$ cat config.mk
export PLATFORM = sky130hd
export DESIGN_NAME = fetch_stage
export DESIGN_NICKNAME = d
export VERILOG_FILES = /design/src/rtl/fetch_stage.sv
export SDC_FILE = /design/constraint.sdc
export NUM_CORES = 1
export LEC_CHECK = 0
export CORE_MARGIN = 2
export CORE_UTILIZATION = 40
export CTS_CLUSTER_SIZE = 28
export DETAILED_ROUTE_END_ITERATION = 6
export GPL_ROUTABILITY_DRIVEN = 0
export HOLD_SLACK_MARGIN = 0.12
export PLACE_DENSITY = 0.62
export SYNTH_ARGS = -nofsm -noshare
export SYNTH_HDL_FRONTEND = slang
export SYNTH_SLANG_ARGS = --single-unit
$ cat constraint.sdc
create_clock -name clk -period 6.4 [get_ports clk]
set_input_delay 1.6 -clock clk [delete_from_list [all_inputs] [get_ports clk]]
set_output_delay 1.6 -clock clk [all_outputs]
set_load 0.02 [all_outputs]
$ cat src/rtl/fetch_stage.sv
// Instruction fetch front end: owns the PC, drives imem, and queues {pc, instr} pairs for decode.
// Optional static redirect of unconditional B at fetch is enabled by defining FETCH_BPRED_EN.
module fetch_stage #(
  parameter logic [63:0] RESET_PC = 64'h0,
  parameter int          FQ_DEPTH = 2
) (
  input  logic                            clk,
  input  logic                            reset,
  output logic [63:0]                     imem_addr,
  input  logic [31:0]                     imem_instr,
  input  logic                            id_ready,
  output logic                            if_valid,
  output logic [31:0]                     if_instr,
  output logic [63:0]                     if_pc,
  input  logic                            br_taken,
  input  logic [63:0]                     br_target,
  output logic [$clog2(FQ_DEPTH+1)-1:0]   fq_count
);

  localparam int PTR_W = $clog2(FQ_DEPTH);
  localparam int CNT_W = $clog2(FQ_DEPTH + 1);
  localparam logic [CNT_W-1:0] DEPTH_C = CNT_W'(FQ_DEPTH);

  typedef struct packed {
    logic [63:0] pc;
    logic [31:0] instr;
  } fq_entry_t;

  fq_entry_t        mem [FQ_DEPTH];
  fq_entry_t        head, head_n, new_entry;
  logic [63:0]      pc_q, pc_n, next_pc, seq_pc;
  logic [PTR_W-1:0] rd_ptr, rd_n, wr_ptr, wr_n;
  logic [CNT_W-1:0] count, count_n;
  logic             push, pop;

  assign imem_addr = pc_q;
  assign if_valid  = (count != '0);
  assign if_instr  = head.instr;
  assign if_pc     = head.pc;
  assign fq_count  = count;

  assign pop       = if_valid & id_ready;
  assign push      = ~br_taken & ((count < DEPTH_C) | pop);
  assign new_entry = '{pc: pc_q, instr: imem_instr};
  assign seq_pc    = pc_q + 64'd4;

`ifdef FETCH_BPRED_EN
  // The B is still enqueued; only the fetch stream is steered early.
  assign next_pc = (imem_instr[31:26] == 6'b000101)
                 ? pc_q + {{36{imem_instr[25]}}, imem_instr[25:0], 2'b00}
                 : seq_pc;
`else
  assign next_pc = seq_pc;
`endif

  always_comb begin
    count_n = count;
    rd_n    = rd_ptr;
    wr_n    = wr_ptr;
    head_n  = head;
    pc_n    = pc_q;
    if (br_taken) begin
      count_n = '0;
      rd_n    = '0;
      wr_n    = '0;
      pc_n    = br_target & ~64'h3;
    end else begin
      if (push) begin
        wr_n = wr_ptr + PTR_W'(1);
        pc_n = next_pc;
      end
      if (pop) rd_n = rd_ptr + PTR_W'(1);
      unique case ({push, pop})
        2'b10:   count_n = count + CNT_W'(1);
        2'b01:   count_n = count - CNT_W'(1);
        default: count_n = count;
      endcase
      // The entry being written this edge is not in mem yet; forward it when it becomes head.
      if (count_n != '0)
        head_n = (push && rd_n == wr_ptr) ? new_entry : mem[rd_n];
    end
  end

  // NOTE: sequential state uses non-blocking assignments so every register samples pre-edge values.
  always_ff @(posedge clk or negedge reset) begin
    if (!reset) begin
      pc_q   <= RESET_PC;
      rd_ptr <= '0;
      wr_ptr <= '0;
      count  <= '0;
      head   <= '0;
    end else begin
      pc_q   <= pc_n;
      rd_ptr <= rd_n;
      wr_ptr <= wr_n;
      count  <= count_n;
      head   <= head_n;
    end
  end

  // NOTE: queue storage is deliberately not reset; pointers and count alone define validity.
  always_ff @(posedge clk) begin
    if (push) mem[wr_ptr] <= new_entry;
  end

  a_count_bound: assert property (@(posedge clk) disable iff (!reset) count <= DEPTH_C)
    else $error("fetch queue occupancy out of range");

endmodule

==> results of run 1 <==
-- final timing paths --
| check | startpoint | to | slack (ps) |
|---|---|---|---|
| setup reg to reg | fq_count[1] | if_pc[52] | 3000 |
| hold reg to reg | mem[1][92] | if_pc[60] | 550 |
| max in group asynchronous | reset | imem_addr[39] | 4050 |
| hold / removal | mem[1][92] | if_pc[60] | 550 |
| min in group asynchronous | reset | if_instr[3] | 1140 |
| setup / recovery | id_ready | if_pc[52] | 1930 |
-- cells in the mapped netlist, types with 6 or more instances --
| library cell | count |
|---|---|
| edfxtp_1 | 188 |
| nand2_1 | 163 |
| dfrtp_1 | 160 |
| mux2i_1 | 102 |
| o221a_2 | 85 |
| clkbuf_1 | 38 |
| o21ai_0 | 35 |
| nand3_1 | 28 |
| nand4_1 | 27 |
| nor2_1 | 27 |
| xor2_1 | 19 |
| buf_2 | 18 |
| xnor2_1 | 18 |
| a31oi_1 | 14 |
| nor3_1 | 14 |
| nor2b_1 | 12 |
| or4_1 | 12 |
| and4_1 | 10 |
| and3_1 | 9 |
| nor4_1 | 9 |
| or3_1 | 9 |
| inv_1 | 8 |
| o21ai_1 | 8 |
| o221a_1 | 8 |
| a22oi_1 | 7 |
| buf_1 | 6 |
-- worst min-delay path: cells and delay by family, from the launching register on --
kind | cells | cell delay [ps]
AO/OA/AOI/OAI | 1 | 130
flip-flops | 1 | 310
multiplexers | 1 | 60
-- through the flow --
step / cells / cell area, µm² / util [%] / hold slack (ps) / worst slack (ps)
floorplan: 1091 / 14740 / - / 515.9 / 1429
global placement: 1767 / 17800 / 48.84 / 532.6 / 1409
detailed placement: 1767 / 17800 / 48.84 / 542.8 / 1357
CTS: 1841 / 19120 / 52.48 / 555.5 / 1912
global route: 1841 / 19120 / 52.48 / 565.7 / 1676
finish: 1844 / 19130 / 52.50 / 546.8 / 1927
-- power by group through the flow --
stage                     Sequential, mW  Clock [mW]  Combinational, mW
after floorplan                     3.57           0               1.10
after global placement              3.23           0               2.57
after detailed placement            3.24           0               2.60
after CTS                           3.21        2.32               2.61
after global routing                3.27        2.42               2.75
final                               3.20        2.28               2.57
-- registers in the layout (all words and copies together) (netlist names) --
| signal | cells |
|---|---|
| if_pc | 62 |
| imem_addr | 62 |
| fq_count | 2 |
| if_instr | 32 |
| mem | 188 |
| rd_ptr | 1 |
| wr_ptr | 1 |
-- layout make-up --
cell class              instances  area [µm²]
fillers                      3124       17310
flip-flops and latches        348        9649
multi-input cells             668        4831
repair buffers                274        2696
clock buffers                  59        1195
well taps                     468       585.6
clock inverters                15       131.4
inverters                       9       33.78
diodes                          3       7.507
-- kinds of logic (layout without fill, tap and decap cells) --
logic type,after synthesis,count (layout),synth area share (%)
other,1,7,0.02546
AO/OA/AOI/OAI,179,179,10.69
buffers and inverters,75,357,2.167
AND/OR/NAND/NOR,343,343,12.14
flip-flops,348,348,65.52
multiplexers,102,102,6.933
XOR/XNOR,38,38,2.353
adder cells (fa/ha/maj),2,2,0.1699
-- layer usage --
layer / vias to the layer above / wire length [µm]
met2: 294 / 18140
met1: 5150 / 17930
li1: 4674 / -
met5: - / 0
met4: 0 / 870
met3: 64 / 2517
==> summary.md, run 1 <==
| Metric | Value |
|---|---|
| Status | `finished, final reports clean` |
| Met3 usage | `4.367%` |
| Critical path's slowest cell | `buf_4` |
| Clock power share | `approximately 28%` |
| Synth top area share | `38.33%` |
| CTS tree | `built` |
| 1st-iter DRT viols | `617` |
| Slowest stage delay, CP | `~530 ps` |
| Internal power | `5.512 mW` |
| Synth area leaders | `edfxtp_1 (38%), dfrtp_1 (27%), mux2i_1 (6.9%)` |
| Routed Antenna Nets | `0` |
| Ports | `263` |
| Wire length per cell | `21.40 µm` |
| Nets | `1443` |
| Sw Ratio | `between 30% and 40%` |
| CP top delay family | `buffers and inverters` |
| CTS Buffer Depth | `3` |
| # rows | `70` |
| Worst vdd ir | `0.3149 mV` |
| Initial antenna violation count | `3` |
| Setup violators final | `0` |
| GR Util met1 | `28.63%` |
| WS Path Type | `input port to register` |
| Reg power frac | `between 30% and 40%` |
| Path depth of the worst reg2reg path | `10` |
| Seq/Total Area, Yosys | `around 66%` |
| Postcts setup bufs | `0` |
| Sink Count | `348` |
| Critical path depth | `11` |
| DP HPWL | `approximately 25 mm` |
| Commonest non-fill, non-tap cell in the layout | `clkdlybuf4s50_1` |
| Max-Cap Viols | `0` |
| CTS Root Buffer Type | `clkbuf_16` |
| Largest net degree at the start of global routing | `97` |
| Commonest non-fill, non-tap cells in the layout | `clkdlybuf4s50_1 (254), edfxtp_1 (188), nand2_1 (163)` |
| Worst Path Buf+Inv | `3` |
| Aggregate global routing overflow | `0` |
| Clock slew at reported path FFs | `60 ps` |
| WL final | `39.46 mm` |
| First-pass GRT wire length | `61.27 mm` |
| Endpoint class of the critical path | `register` |
| Min Clock Period, post-route | `4473 ps` |
| CP arrival | `4890 ps` |
| Number of instances in the synthesized netlist | `about 1100` |
| Hold-fix buffers, CTS | `0` |
| Switching power | `approximately 2.5 mW` |
| Part of the power in combinational logic | `31.9%` |
| Max-Slew Margin vs Limit | `23.53%` |
| Crit path max fanout | `52` |
| Final period util | `69.89%` |
| Total power | `8.059 mW` |
| F_max | `0.2236 GHz` |
| I/O Buffers | `256` |
| Yosys warns | `0` |
| Initial Utilization | `about two fifths` |
| Post-CTS sizing | `0` |
| Vias per std cell | `5.522` |
| Die Wd | `195.9 µm` |
| Die height | `between 150 and 200 µm` |
| Worst Path Required | `6820 ps` |
| Unrepaired setup endpoints after global routing | `false` |
| Vias in the first global route | `10328` |
| WHS Path Cells | `2` |
| Critical Path Source Type | `input port` |
| Worst Skew | `14.33 ps` |
| Tightest Pin Transition | `1147 ps` |
| Post-synth EDFFs | `around 190` |
| Setup TNS | `0 ps` |
| Synthesized area per cell | `13.54 µm²` |
| Clk Latency, worst-skew pair | `between 500 and 600 ps` |
| Synthesized area | `14730 µm²` |
| Slew Viols, Final | `0` |
| Leakage | `7.290 nW` |
| Hold Path Class | `register to register` |
| Ys flop type | `edfxtp_1` |
| Synth async-reset ratio | `45.98%` |
| CP Cell Sequence | `clkdlybuf4s50_1 -> and2b_2 -> nor2_1 -> inv_1 -> ha_1 -> nor2b_1 -> a221oi_4 -> a21boi_4 -> buf_4 -> nand2_1 -> o221a_2` |
| Synth Register Bits | `348` |
| Core area | `36430 µm²` |
| PD cells | `421.3 nW/µm²` |
| Yosys top cell by area | `edfxtp_1` |
| Layout cell share with drive strength beyond 1 | `13.47%` |
| Die area | `38370 µm²` |
| Post-synth cell types | `54` |
| Final hold vios | `0` |
| H-Tree Depth | `2` |
| DR vias | `10182` |
| Drt drc | `0` |
| Area delta synth->final | `29.90%` |
| Num CTS Buffers | `40` |
| Met2 usage | `32.62%` |
| Grt peak-use layer | `met2` |
| GR Util All Layers | `20.55%` |
| Pre-antenna DRT Iters | `7` |
Note: power is estimated with default switching activity, not from simulation.
==> inputs of run 2 (changes only) <==
Clock period 6.4 ns to 4.3 ns, I/O delays scaled along.
==> run 2 against run 1 <==
Net effect:
- power rose by 47%
- critical path depth unchanged
- via count rose by 0.27%
==> summary.md, run 2 (synthesized netlist as in run 1, its figures left out) <==
| Metric | Value |
|---|---|
| Status | `finished, final reports clean` |
| F_max | `roughly 0.28 GHz` |
| DP HPWL | `~25 mm` |
| Slew Viols, Final | `0` |
| Tightest Pin Transition | `between 700 and 800 ps` |
| Largest net degree at the start of global routing | `86` |
| CTS Root Buffer Type | `clkbuf_16` |
| Hold-fix buffers, CTS | `0` |
| WS Path Type | `input port to register` |
| Top sig layer | `met5` |
| CTS tree | `built` |
| 1st-iter DRT viols | `725` |
| WL final | `39.59 mm` |
| Critical Path Source Type | `input port` |
| Worst vdd ir | `0.4533 mV` |
| R2R Path End | `imem_addr[46]` |
| First-pass GRT wire length | `61.48 mm` |
| Endpoint class of the critical path | `register` |
| Clk Latency, worst-skew pair | `approximately 530 ps` |
| Setup TNS | `0 ps` |
| Nets | `1447` |
| Hold Path End | `if_pc[60]` |
| Fin cells | `1843` |
| CP arrival | `3960 ps` |
| Hold Path Origin | `mem[0][92]` |
| Aggregate global routing overflow | `0` |
| Post-CTS sizing | `0` |
| Postcts setup bufs | `0` |
| Fill cell count | `3150` |
| Reg-to-reg slack, setup | `around 1300 ps` |
| Commonest non-fill, non-tap cell in the layout | `clkdlybuf4s50_1` |
| Biggest register | `mem` |
| Initial antenna violation count | `2` |
| Max reg flops | `188` |
| Worst hold margin | `550.1 ps` |
| Die area | `38370 µm²` |
| Crit path max fanout | `~50` |
| Pre-antenna DRT Iters | `4` |
| Initial Utilization | `40.42%` |
| Wire length per cell | `21.48 µm` |
| Die Wd | `slightly below 200 µm` |
| CTS Buffer Depth | `3` |
| Setup violators final | `0` |
| Area delta synth->final | `30.14%` |
| PD cells | `between 600 and 700 nW/µm²` |
| WL met3 | `around 2.4 mm` |
| Commonest non-fill, non-tap cells in the layout | `clkdlybuf4s50_1 (254), edfxtp_1 (188), nand2_1 (163)` |
| Vias per std cell | `5.540` |
| Vias in the first global route | `10224` |
| Dpl cells | `1772` |
| Routed Antenna Nets | `0` |
| Ports | `263` |
| Min Clock Period, post-route | `3559 ps` |
| CP Cell Sequence | `clkdlybuf4s50_1 -> and2b_2 -> nor2_1 -> inv_1 -> ha_1 -> nor2b_1 -> a221oi_4 -> a21boi_4 -> buf_12 -> nand2_1 -> o221a_2` |
| Final hold vios | `0` |
| Drt drc | `0` |
| Sink Count | `348` |
| Slowest stage delay, CP | `500 ps` |
| DR vias | `10210` |
| Max-Slew Margin vs Limit | `~47%` |
| Critical path's slowest cell | `clkdlybuf4s50_1` |
| Worst Path Required | `4700 ps` |
| Num CTS Buffers | `39` |
| Max-Cap Viols | `0` |
| # rows | `70` |
| WHS Path Cells | `2` |
| H-Tree Depth | `2` |
| Clock slew at reported path FFs | `60 ps` |
| WL met2 | `18.00 mm` |
| GR Util All Layers | `20.72%` |
| Hold Path Class | `register to register` |
| Unrepaired setup endpoints after global routing | `false` |
| Leakage | `7.288 nW` |
| Worst Skew | `17.33 ps` |
| Layout cell share with drive strength beyond 1 | `approximately an eighth` |
| Final period util | `about 83%` |
| Die height | `195.9 µm` |
| I/O Buffers | `256` |
| Path depth of the worst reg2reg path | `6` |
| Met1 WL | `18.25 mm` |
| Core area | `36430 µm²` |
| RR Startpoint | `imem_addr[3]` |
[run 2: cell type report]
cell class	count	area (µm²)	share of cell area (%)
Clock inverter	12	87.58	0.4570
Tap cell	468	585.6	3.055
Inverter	9	33.78	0.1763
Clock buffer	58	1140	5.947
Sequential cell	348	9649	50.35
Multi-Input combinational cell	668	4831	25.21
Antenna cell	1	2.502	0.01306
Timing Repair Buffer	279	2836	14.80
[run 2: power breakdown]
part	switching [mW]	internal [mW]
clock network	1.30	1.89
logic	1.97	1.92
registers	0.488	4.28
total	3.76	8.09
[run 2: worst max path at each step]
stage,start,to,slack (ps),cells after the start
after detailed placement,id_ready,if_pc[57],220,11
final,id_ready,if_instr[16],740,11
after global placement,id_ready,if_pc[57],260,11
after global routing,id_ready,if_pc[7],660,11
after CTS,id_ready,if_pc[57],780,11
after floorplan,id_ready,if_instr[0],850,10
[run 2: critical path: cells and delay by family]
family,cells,cell delay (ps)
adder cells (fa/ha/maj),1,390
AO/OA/AOI/OAI,3,850
buffers and inverters,3,890
AND/OR/NAND/NOR,4,710
[run 2: through the flow]
stage	utilization, %	setup slack [ps]	cell area (µm²)	power [mW]
2_1_floorplan	-	852.8	14750	6.954
3_3_place_gp	49.23	264.1	17940	8.707
3_5_place_dp	49.23	216.7	17940	8.766
4_1_cts	52.60	784.1	19160	12.00
5_1_grt	52.60	660.0	19170	12.41
6_report	52.60	741.3	19170	11.85
[run 2: per-layer routing]
| layer | vias to the layer above | GRT usage [%] |
|---|---|---|
| met5 | - | 0 |
| met4 | 2 | 6.229 |
| met3 | 58 | 4.435 |
| met2 | 308 | 31.87 |
| met1 | 5140 | 29.63 |
| li1 | 4702 | - |
